$ cat src/rtl/spi_pkg.sv
// Shared SPI link definitions: frame width and receiver state encoding.
`timescale 1ns/1ps
package spi_pkg;
  localparam int SPI_DATA_W = 12;

  typedef enum logic [1:0] {
    RX_IDLE,
    RX_LEAD,
    RX_SHIFT,
    RX_WAIT_CS
  } rx_state_t;
endpackage

$ cat src/rtl/spi_sync_edge.sv
// Multi-flop synchronizer with registered rise/fall pulses, 1 clk wide,
// arriving one cycle after the synchronized level changes.
`timescale 1ns/1ps
module spi_sync_edge #(
  parameter int   STAGES    = 2,
  parameter logic RESET_VAL = 1'b0
) (
  input  logic clk,
  input  logic rst,
  input  logic d_i,
  output logic sync_o,
  output logic rise_o,
  output logic fall_o
);
  logic [STAGES-1:0] sync_q;
  logic              prev_q;
  logic              rise_q;
  logic              fall_q;

  always_ff @(posedge clk or negedge rst) begin
    if (!rst) begin
      sync_q <= {STAGES{RESET_VAL}};
      prev_q <= RESET_VAL;
      rise_q <= 1'b0;
      fall_q <= 1'b0;
    end else begin
      sync_q <= {sync_q[STAGES-2:0], d_i};
      prev_q <= sync_q[STAGES-1];
      rise_q <= sync_q[STAGES-1] & ~prev_q;
      fall_q <= ~sync_q[STAGES-1] & prev_q;
    end
  end

  assign sync_o = sync_q[STAGES-1];
  assign rise_o = rise_q;
  assign fall_o = fall_q;
endmodule

$ cat src/rtl/spi_slave_rx.sv
// CS-framed LSB-first SPI receiver; word valid SYNC_STAGES+2 clks after cs rises.
// One-entry holding register: a good frame arriving while full and not drained is dropped with overflow.
`timescale 1ns/1ps
module spi_slave_rx
  import spi_pkg::*;
#(
  parameter int DATA_W      = SPI_DATA_W,
  parameter int SYNC_STAGES = 2,
  parameter int LEAD_EDGES  = 1
) (
  input  logic              clk,
  input  logic              rst,
  input  logic              sclk,
  input  logic              cs,
  input  logic              mosi,
  output logic [DATA_W-1:0] dout,
  output logic              dout_valid,
  input  logic              dout_ready,
  output logic              frame_err,
  output logic              overflow,
  output logic              busy
);
  localparam int CW = $clog2(DATA_W + 1);
  localparam int LW = (LEAD_EDGES > 0) ? $clog2(LEAD_EDGES + 1) : 1;
  localparam int SW = $clog2(SYNC_STAGES + 2);
  localparam logic [SW-1:0] SETTLE_MAX = SW'(SYNC_STAGES + 1);

  logic sclk_sync_unused, sclk_rise_unused, sclk_fall;
  logic cs_sync, cs_rise, cs_fall;
  logic mosi_sync, mosi_rise_unused, mosi_fall_unused;

  spi_sync_edge #(.STAGES(SYNC_STAGES), .RESET_VAL(1'b0)) u_sync_sclk (
    .clk(clk), .rst(rst), .d_i(sclk),
    .sync_o(sclk_sync_unused), .rise_o(sclk_rise_unused), .fall_o(sclk_fall)
  );

  spi_sync_edge #(.STAGES(SYNC_STAGES), .RESET_VAL(1'b1)) u_sync_cs (
    .clk(clk), .rst(rst), .d_i(cs),
    .sync_o(cs_sync), .rise_o(cs_rise), .fall_o(cs_fall)
  );

  spi_sync_edge #(.STAGES(SYNC_STAGES), .RESET_VAL(1'b0)) u_sync_mosi (
    .clk(clk), .rst(rst), .d_i(mosi),
    .sync_o(mosi_sync), .rise_o(mosi_rise_unused), .fall_o(mosi_fall_unused)
  );

  rx_state_t         state_q, state_d;
  logic [DATA_W-1:0] shift_q, shift_d;
  logic [CW-1:0]     bit_cnt_q, bit_cnt_d;
  logic [LW-1:0]     lead_cnt_q, lead_cnt_d;
  logic              extra_q, extra_d;
  logic [DATA_W-1:0] dout_q, dout_d;
  logic              valid_q, valid_d;
  logic              ferr_q, ferr_d;
  logic              ovf_q, ovf_d;
  logic [SW-1:0]     settle_q, settle_d;
  logic              armed_q, armed_d;
  logic              start_frame;
  logic              end_frame;

  always_ff @(posedge clk or negedge rst) begin
    if (!rst) begin
      state_q    <= RX_IDLE;
      shift_q    <= '0;
      bit_cnt_q  <= '0;
      lead_cnt_q <= '0;
      extra_q    <= 1'b0;
      dout_q     <= '0;
      valid_q    <= 1'b0;
      ferr_q     <= 1'b0;
      ovf_q      <= 1'b0;
      settle_q   <= '0;
      armed_q    <= 1'b0;
    end else begin
      state_q    <= state_d;
      shift_q    <= shift_d;
      bit_cnt_q  <= bit_cnt_d;
      lead_cnt_q <= lead_cnt_d;
      extra_q    <= extra_d;
      dout_q     <= dout_d;
      valid_q    <= valid_d;
      ferr_q     <= ferr_d;
      ovf_q      <= ovf_d;
      settle_q   <= settle_d;
      armed_q    <= armed_d;
    end
  end

  always_comb begin
    state_d     = state_q;
    shift_d     = shift_q;
    bit_cnt_d   = bit_cnt_q;
    lead_cnt_d  = lead_cnt_q;
    extra_d     = extra_q;
    dout_d      = dout_q;
    valid_d     = valid_q;
    ferr_d      = 1'b0;
    ovf_d       = 1'b0;
    start_frame = 1'b0;
    end_frame   = 1'b0;

    // After reset the synchronizers hold a preset cs=1; frames are accepted only
    // once the flushed pipeline has actually shown cs high at the pin.
    settle_d = (settle_q == SETTLE_MAX) ? settle_q : settle_q + 1'b1;
    armed_d  = armed_q | ((settle_q == SETTLE_MAX) & cs_sync);

    if (valid_q && dout_ready) valid_d = 1'b0;

    case (state_q)
      RX_IDLE: begin
        if (cs_fall && armed_q) start_frame = 1'b1;
      end
      default: begin
        if (cs_rise) begin
          end_frame = 1'b1;
        end else if (cs_fall) begin
          end_frame   = 1'b1;
          start_frame = 1'b1;
        end else if (sclk_fall && !cs_sync) begin
          case (state_q)
            RX_LEAD: begin
              lead_cnt_d = lead_cnt_q + 1'b1;
              if (lead_cnt_q == LW'(LEAD_EDGES - 1)) state_d = RX_SHIFT;
            end
            RX_SHIFT: begin
              shift_d = {mosi_sync, shift_q[DATA_W-1:1]};
              if (bit_cnt_q != CW'(DATA_W)) bit_cnt_d = bit_cnt_q + 1'b1;
              if (bit_cnt_q == CW'(DATA_W - 1)) state_d = RX_WAIT_CS;
            end
            RX_WAIT_CS: extra_d = 1'b1;
            default: ;
          endcase
        end
      end
    endcase

    if (end_frame) begin
      state_d = RX_IDLE;
      if (state_q == RX_WAIT_CS && !extra_q) begin
        if (!valid_q || dout_ready) begin
          dout_d  = shift_q;
          valid_d = 1'b1;
        end else begin
          ovf_d = 1'b1;
        end
      end else begin
        ferr_d = 1'b1;
      end
    end

    if (start_frame) begin
      state_d    = (LEAD_EDGES > 0) ? RX_LEAD : RX_SHIFT;
      shift_d    = '0;
      bit_cnt_d  = '0;
      lead_cnt_d = '0;
      extra_d    = 1'b0;
    end
  end

  assign dout       = dout_q;
  assign dout_valid = valid_q;
  assign frame_err  = ferr_q;
  assign overflow   = ovf_q;
  assign busy       = (state_q != RX_IDLE);
endmodule

$ cat config.mk
export PLATFORM = sky130hd
export DESIGN_NAME = spi_slave_rx
export DESIGN_NICKNAME = d
export VERILOG_FILES = /design/src/rtl/spi_pkg.sv /design/src/rtl/spi_sync_edge.sv /design/src/rtl/spi_slave_rx.sv
export SDC_FILE = /design/constraint.sdc
export NUM_CORES = 1
export LEC_CHECK = 0
export ABC_AREA = 1
export BUFFER_PORTS_ARGS = -buffer_cell sky130_fd_sc_hd__buf_2
export CAP_MARGIN = 20
export CORE_MARGIN = 2
export CORE_UTILIZATION = 40
export CTS_CLUSTER_SIZE = 28
export DETAILED_ROUTE_END_ITERATION = 6
export GPL_TIMING_DRIVEN = 0
export PLACE_DENSITY_LB_ADDON = 0.08
export SYNTH_ARGS = -nofsm -noshare
export SYNTH_HDL_FRONTEND = slang
export SYNTH_SLANG_ARGS = --single-unit
export TNS_END_PERCENT = 5
$ cat constraint.sdc
create_clock -name clk -period 3 [get_ports clk]
set_clock_uncertainty 0.15 [all_clocks]
set_input_delay 0.6 -clock clk [delete_from_list [all_inputs] [get_ports clk]]
set_output_delay 0.6 -clock clk [all_outputs]
set_load 0.005 [all_outputs]
==> results of run 1 <==
-- power by group through the flow --
stage / sequential, mW / clock (mW) / combinational, mW
6_report: 0.865 / 0.470 / 0.585
5_1_grt: 0.884 / 0.519 / 0.674
4_1_cts: 0.863 / 0.490 / 0.592
3_5_place_dp: 0.874 / 0 / 0.592
3_3_place_gp: 0.875 / 0 / 0.579
2_1_floorplan: 0.849 / 0 / 0.466
-- path summary, 6_finish.rpt --
path	from	to	slack, ps	depth (start not counted)
max in group asynchronous	rst	u_sync_cs.sync_q[0]	2020	2
min in group clk	u_sync_sclk.sync_q[0]	u_sync_sclk.sync_q[1]	190	0
min reg2reg	u_sync_sclk.sync_q[0]	u_sync_sclk.sync_q[1]	190	0
max reg2reg	state_q[0]	state_q[0]	1180	8
min	rst	u_sync_cs.fall_o	90	1
max	state_q[0]	busy	920	4
-- per-stage QoR --
stage	setup slack [ps]	std cells
final	916	335
after global routing	826	335
after CTS	902	335
after detailed placement	1210	327
after global placement	1200	326
after floorplan	1380	235
-- logic make-up (layout without fill, tap and decap cells) --
logic type / count (synthesis) / in the layout
XOR/XNOR: 2 / 2
AO/OA/AOI/OAI: 31 / 31
multiplexers: 1 / 1
flip-flops: 49 / 49
AND/OR/NAND/NOR: 109 / 109
adder cells (fa/ha/maj): 7 / 7
buffers and inverters: 36 / 66
-- cell usage after synthesis --
master / instances / area share
nand3_1: 17 / 0.039
xnor2_1: 2 / 0.0080
inv_1: 29 / 0.050
buf_4: 1 / 0.0034
dfstp_2: 3 / 0.036
a21oi_2: 1 / 0.0040
ha_1: 7 / 0.040
o21ai_1: 6 / 0.014
dfrtp_1: 46 / 0.52
nand4_1: 1 / 0.0029
o21ai_0: 2 / 0.0046
a21o_1: 1 / 0.0034
inv_2: 2 / 0.0034
a22oi_1: 1 / 0.0034
nand2_1: 72 / 0.12
nor2_1: 15 / 0.026
mux2_2: 1 / 0.0051
nand2_2: 3 / 0.0085
buf_6: 4 / 0.021
o21ai_2: 18 / 0.072
a21boi_0: 1 / 0.0034
a21oi_1: 1 / 0.0023
nand3_2: 1 / 0.0046
-- state kept, by name, summed over array words and instances (netlist names), 2 cells and up --
register            cells
bit_cnt_q               4
dout                   12
settle_q                2
shift_q                12
state_q                 2
u_sync_cs.sync_q        2
u_sync_mosi.sync_q      2
u_sync_sclk.sync_q      2
-- critical path, stage by stage, from the launching register on --
cell and delay [ps]:
dfrtp_1 420, inv_1 100, ha_1 290, inv_2 100, buf_2 140
-- routing by layer --
layer,vias up,global-route usage
met5,-,0
met2,29,0.217
met1,711,0.203
li1,792,-
met4,0,0.0579
met3,4,0.0345
-- area by class of cell --
class	count	share of cell area
Inverter	31	0.0462
Tap cell	70	0.0348
Clock inverter	2	0.0139
Sequential cell	49	0.489
Timing Repair Buffer	22	0.0497
Buffer	5	0.0209
Clock buffer	6	0.0288
Multi-Input combinational cell	150	0.317
==> impl_metrics.toml, run 1 <==
[power_and_ir_drop]
vdd_drop_max_mv = 0.291
swShare = 0.360
power_mw = 1.92
internal-power_mw = 1.23
p_seq_frac = 0.450
power.density_nw_per_um2 = 763
pwr-share-clk = 0.245
switchingPower_mw = 0.692
pwr-share-comb = 0.305
power_leakage_nw = 1.24

[final_layout]
nets = 277
fin_area_sq_um = 2520
mostFrequentLayoutCells = "72 x nand2_1, 46 x dfrtp_1, 29 x inv_1"
syn_to_final_growth_pct = 14.6
mostFrequentLayoutCell = "nand2_1"
layout.area.seq_sq_um = 1230
multiInputGateArea_sq_um = 797
antennaDiodeCount = 0
drive_above_1_share = 0.238
n_fill_cell = 510
utilization = 0.483

[critical_path]
start_kind = "flip-flop"
crit_type = "flip-flop to output pin"
cp.arrival_ps = 1330
path_max_fanout = 6
worstPathRequired_ps = 2250
worstSetupEndpointType = "output pin"

[synthesis]
synth_compound_area_frac = 0.107
yosysSeqAreaShare = 0.560
synthAdderAreaFrac = 0.0399
synth_area_per_cell_sq_um = 9.34
synthSimpleGateAreaFrac = 0.203
syn-instance-count = 235
yosysWarnings = 0
ys_ff_latch = 49
synth_xor_area_frac = 0.00798
synthesis.area_sq_um = 2200
syn_nets = 248
synth_cell_types = 23
synth_top_family_by_area = "simple AND/OR/NAND/NOR gates"
muxShareOfSynthArea = 0.00513

[grt]
grt_usage = 0.145
antenna_found_initial = 0
grt_max_degree = 31
grt_pass1_vias = 1461
overflow = 0
grt_pass1_wl_mm = 6.84

[routing]
drtIter0Drc = 51
dr_wl_met3_microns = 129
viasPerCell = 4.59
firstDrtPassIters = 6
post_drt_wl_per_cell_microns = 11.3
ant_nets = 0
wl_met1_mm = 1.96
route.met2.wl_mm = 1.66
vias = 1536
top_layer = "met4"
wl_mm = 3.80
drc = 0

[clocking]
root_buffer = "clkbuf_8"
clock_path_buffers = 2
numCtsBuffers = 5
cts_tree = "built"
cts_hold_buf = 0
insertion_delay_ps = 310
ctsHtreeMaxLevel = 2
clkTransAtPathRegs_ps = 90
postCtsSetupBuffers = 0
cts.sinks = 49
cts_resized = 0

[place]
gp_congestion = 0.761
dp_hpwl_mm = 2.68
port-buffer-count = 21
dpl_cell_area_sq_um = 2410

[outcome]
status = "complete, no violations"

[timing]
hold_viol = 0
fin_tns_setup_ps = 0
relSlewSlack = 0.680
period_minus_slack_ps = 2080
clock.fmax_mhz = 480
whs_ps = 86.5
setup_viol = 0
fin_crit_sh = 0.695
tightest_slew_ps = 479
rsz0062_at_grt = "false"
drv_slew = 0

[die]
dieArea_sq_um = 6100
die_h_microns = 78.1
rows = 26
io_pins = 22
start_util = 0.422
coreArea_sq_um = 5200
die_width_microns = 78.1

[run]
drv_cap = 0

[worst_hold_path]
hp-class = "input pin to async pin"
Power figures use the tool's default switching activity.
==> run 2: changes to the inputs <==
clock period = 1.9 ns   (was 3 ns; I/O delays follow)
==> run 2 against run 1 <==
Compared with the run above:
- utilization grew 0.29 points
- clock power grew 58%
- design area grew 0.60%
- first-iteration DRC count grew 9.8%
- via count grew 1.0%
==> impl_metrics.toml, run 2 (synthesized netlist as in run 1, its figures left out) <==
[grt]
grt_usage = 0.145
grt_pass1_vias = 1464
grt_pass1_wl_mm = 6.85
antenna_found_initial = 0
grt_max_degree = 31
overflow = 0

[final_layout]
antennaDiodeCount = 0
utilization = 0.486
n_fill_cell = 508
mostFrequentLayoutCells = "71 x nand2_1, 46 x dfrtp_1, 29 x inv_1"
mostFrequentLayoutCell = "nand2_1"
nets = 278
drive_above_1_share = 0.244
syn_to_final_growth_pct = 15.3

[critical_path]
worstSetupEndpointType = "output pin"
reg2reg_slack_ps = 180
crit_type = "flip-flop to output pin"
path_max_fanout = 6
cp.arrival_ps = 1270
worstPathRequired_ps = 1370
start_kind = "flip-flop"

[timing]
hold_viol = 0
tightest_slew_ps = 488
fin_crit_sh = 0.946
period_minus_slack_ps = 1800
rsz0062_at_grt = "false"
relSlewSlack = 0.674
drv_slew = 0
setup_viol = 0
fin_tns_setup_ps = 0
clock.fmax_mhz = 556

[die]
die_width_microns = 78.1
dieArea_sq_um = 6100
io_pins = 22
start_util = 0.422
rows = 26
coreArea_sq_um = 5200
die_h_microns = 78.1

[routing]
post_drt_wl_per_cell_microns = 11.4
vias = 1552
drc = 0
ant_nets = 0
firstDrtPassIters = 4
drtIter0Drc = 56
wl_mm = 3.82
viasPerCell = 4.62

[place]
gp_congestion = 0.761
dp_hpwl_mm = 2.68
port-buffer-count = 21

[clocking]
ctsHtreeMaxLevel = 2
cts_tree = "built"
postCtsSetupBuffers = 0
insertion_delay_ps = 310
cts.sinks = 49
numCtsBuffers = 5
root_buffer = "clkbuf_8"
clock_path_buffers = 2
clkTransAtPathRegs_ps = 80

[power_and_ir_drop]
vdd_drop_max_mv = 0.474
power_leakage_nw = 1.24
power.density_nw_per_um2 = 1200

[worst_hold_path]
hp-class = "input pin to flip-flop"

[run]
drv_cap = 0

[outcome]
status = "complete, no violations"
## run 2: cell types whose count changed in the layout (fill, tap and decap cells not counted)
cell	previous run	this run
nand2_1	72	71
nand2_2	3	4
ha_1	7	6
dlygate4sd3_1	0	1
ha_2	0	1
## run 2: final cells by class
class / count / area, sq um / area share
well taps: 70 / 87.6 / 0.0346
clock buffers: 6 / 72.6 / 0.0287
multi-input cells: 150 / 802 / 0.317
flip-flops and latches: 49 / 1230 / 0.486
clock inverters: 2 / 35.0 / 0.0138
repair buffers: 23 / 135 / 0.0534
inverters: 31 / 116 / 0.0460
plain buffers: 5 / 52.6 / 0.0208
## run 2: power by group
| part | internal [mW] | switching, mW | total [mW] |
|---|---|---|---|
| clock network | 0.391 | 0.350 | 0.741 |
| registers | 1.21 | 0.155 | 1.36 |
| logic | 0.346 | 0.593 | 0.939 |
## run 2: routing by layer
metal,vias up,part of all wire,global-route usage
met5,-,0,0
met4,0,0.011,0.0579
met1,718,0.50,0.203
li1,794,-,-
met2,36,0.45,0.217
met3,4,0.038,0.0345
## run 2: worst paths after layout
kind / endpoint / from / cells after the start
setup / recovery: busy / state_q[0] / 4
hold / removal: u_sync_cs.sync_q[0] / cs / 1
setup reg to reg: shift_q[4] / state_q[0] / 10
hold reg to reg: u_sync_sclk.sync_q[1] / u_sync_sclk.sync_q[0] / 0
max in group asynchronous: u_sync_cs.sync_q[0] / rst / 3
min in group asynchronous: lead_cnt_q / rst / 2
## run 2: stage by stage
stage / cell area (sq um) / total power, mW / hold WS (ps) / setup slack [ps] / std cells
floorplan: 2200 / 2.08 / -65.6 / 280 / 235
global placement: 2390 / 2.30 / 183 / 97.3 / 326
detailed placement: 2410 / 2.31 / 186 / 107 / 327
CTS: 2530 / 3.07 / 8.14 / 22.3 / 336
global route: 2530 / 3.29 / 0.890 / 19.5 / 336
finish: 2530 / 3.04 / 25.3 / 102 / 336
## run 2: critical path: stages (launching register included)
cell and delay (ps):
dfrtp_1 420, inv_1 100, ha_2 250, inv_2 80
buf_2 130
## run 2: timing repair
item,CTS,global route
endpoints found under the setup margin,0,18
endpoints found under the hold margin,18,0
hold buffers,1,0
gates resized for setup,0,2
==> run 3: changes to the inputs <==
CORE_MARGIN = unset   (was 2)
MAX_ROUTING_LAYER = met4   (was unset)
==> run 3 against run 2 <==
Compared with the run above:
- die area is 5.1% lower
- register-to-register slack hardly changed
- cell count grew 0.30%
- sequential power about the same
- total power rose by 4.9%
- routed wire length about the same
- fmax rose by 2.1%
- largest cell class unchanged
==> impl_metrics.toml, run 3 (synthesized netlist as in run 1, its figures left out) <==
[die]
die_width_microns = 76.1
start_util = 0.422
die_h_microns = 76.1
coreArea_sq_um = 5200
rows = 26
dieArea_sq_um = 5790
io_pins = 22

[routing]
ant_nets = 0
post_drt_wl_per_cell_microns = 11.3
wl_mm = 3.81
viasPerCell = 4.53
vias = 1527
firstDrtPassIters = 4
drtIter0Drc = 68
drc = 0

[critical_path]
ff2ff_path_depth = 10
cp_slowest_cell = "dfrtp_1"
path_max_fanout = 6
slowest_delay_ps = 420
crit_type = "flip-flop to output pin"
r2r_end = "shift_q[11]"
worstPathCellList = "inv_1, ha_4, inv_2, buf_2"
worstSetupEndpointType = "output pin"
reg2reg_slack_ps = 190
start_kind = "flip-flop"
startpoint = "state_q[0]"
worstPathRequired_ps = 1370
r2r_start = "state_q[0]"
cp.arrival_ps = 1230

[grt]
grt_max_degree = 34
overflow = 0
grt_pass1_vias = 1483
grt_usage = 0.156
antenna_found_initial = 0
grt_pass1_wl_mm = 6.88

[final_layout]
antennaDiodeCount = 0
n_fill_cell = 511
mostFrequentLayoutCell = "nand2_1"
mostFrequentLayoutCells = "72 x nand2_1, 46 x dfrtp_1, 29 x inv_1"
layout.area.seq_sq_um = 1230
multiInputGateArea_sq_um = 815
drive_above_1_share = 0.247
syn_to_final_growth_pct = 17.5
nets = 279

[clocking]
numCtsBuffers = 5
clock_path_buffers = 2
cts.sinks = 49
cts_tree = "built"
root_buffer = "clkbuf_8"
ctsHtreeMaxLevel = 2
insertion_delay_ps = 300
clkTransAtPathRegs_ps = 90

[timing]
fin_crit_sh = 0.926
period_minus_slack_ps = 1760
fin_tns_setup_ps = 0
clock.fmax_mhz = 568
drv_slew = 0
relSlewSlack = 0.727
setup_viol = 0
hold_viol = 0
tightest_slew_ps = 409
rsz0062_at_grt = "false"

[place]
dp_hpwl_mm = 2.72
port-buffer-count = 21
gp_congestion = 0.768

[power_and_ir_drop]
switchingPower_mw = 1.10
internal-power_mw = 2.09
vdd_drop_max_mv = 0.478
swShare = 0.345
pwr-share-clk = 0.274
power_leakage_nw = 1.26
power_mw = 3.19
p_seq_frac = 0.426
pwr-share-comb = 0.300
power.density_nw_per_um2 = 1240

[run]
drv_cap = 0

[worst_hold_path]
hp-start = "mosi"
hold_path_end = "u_sync_mosi.sync_q[0]"
hp-class = "input pin to flip-flop"
whs_path_depth = 1

[outcome]
status = "complete, no violations"
run 3: cell types whose count changed in the layout (fill, tap and decap cells not counted), sizes merged:
cell,delta
dlygate4sd3,+1
clkbuf,-1
bufinv,+1
run 3: routing by layer:
metal / global-route usage / share of wire / vias to the layer above
met5: - / 0 / -
met4: 0.0635 / 0.018 / 0
met3: 0.0371 / 0.029 / 7
met2: 0.232 / 0.45 / 18
met1: 0.208 / 0.50 / 702
li1: - / - / 800
run 3: worst max-delay path by stage:
| stage | to | slack, ps | depth (start not counted) |
|---|---|---|---|
| floorplan | shift_q[11] | 280 | 10 |
| global placement | state_q[0] | 90 | 8 |
| detailed placement | shift_q[4] | 100 | 7 |
| CTS | busy | 20 | 4 |
| global route | state_q[0] | 40 | 8 |
| finish | busy | 140 | 4 |
run 3: power groups by stage:
stage	clock network [mW]	logic [mW]	registers, mW
3_3_place_gp	0	0.919	1.38
6_report	0.874	0.959	1.36
4_1_cts	0.909	0.943	1.36
2_1_floorplan	0	0.736	1.34
3_5_place_dp	0	0.937	1.38
5_1_grt	0.954	1.12	1.39
run 3: final cells by class:
cell class	count	area share
buffer	5	0.0204
clock buffer	5	0.0267
inverter	31	0.0451
sequential	49	0.477
timing repair buffer	24	0.0563
multi-input combinational	150	0.316
tap	70	0.0339
clock inverter	3	0.0252
run 3: critical path: cells and delay by family (launching register included):
family	cells	cell delay, ps
adders and majority gates	1	190
buffers and inverters	3	320
DFF	1	420
run 3: metrics by stage:
stage / instances / hold WS [ps] / worst slack, ps / instance area, sq um / utilization
after floorplan: 235 / -65.6 / 280 / 2200 / -
after global placement: 326 / 183 / 88.3 / 2390 / 0.459
after CTS: 336 / 3.48 / 21.5 / 2550 / 0.490
after global routing: 337 / 8.19 / 37.7 / 2580 / 0.496
final: 337 / 25.5 / 140 / 2580 / 0.496
after detailed placement: 327 / 187 / 101 / 2410 / 0.463
run 3: what timing repair did:
action,CTS,global route
hold buffers,1,1
setup buffers,0,0
resized for setup,0,3
hold endpoints to repair,15,1
endpoints found under the setup margin,0,23
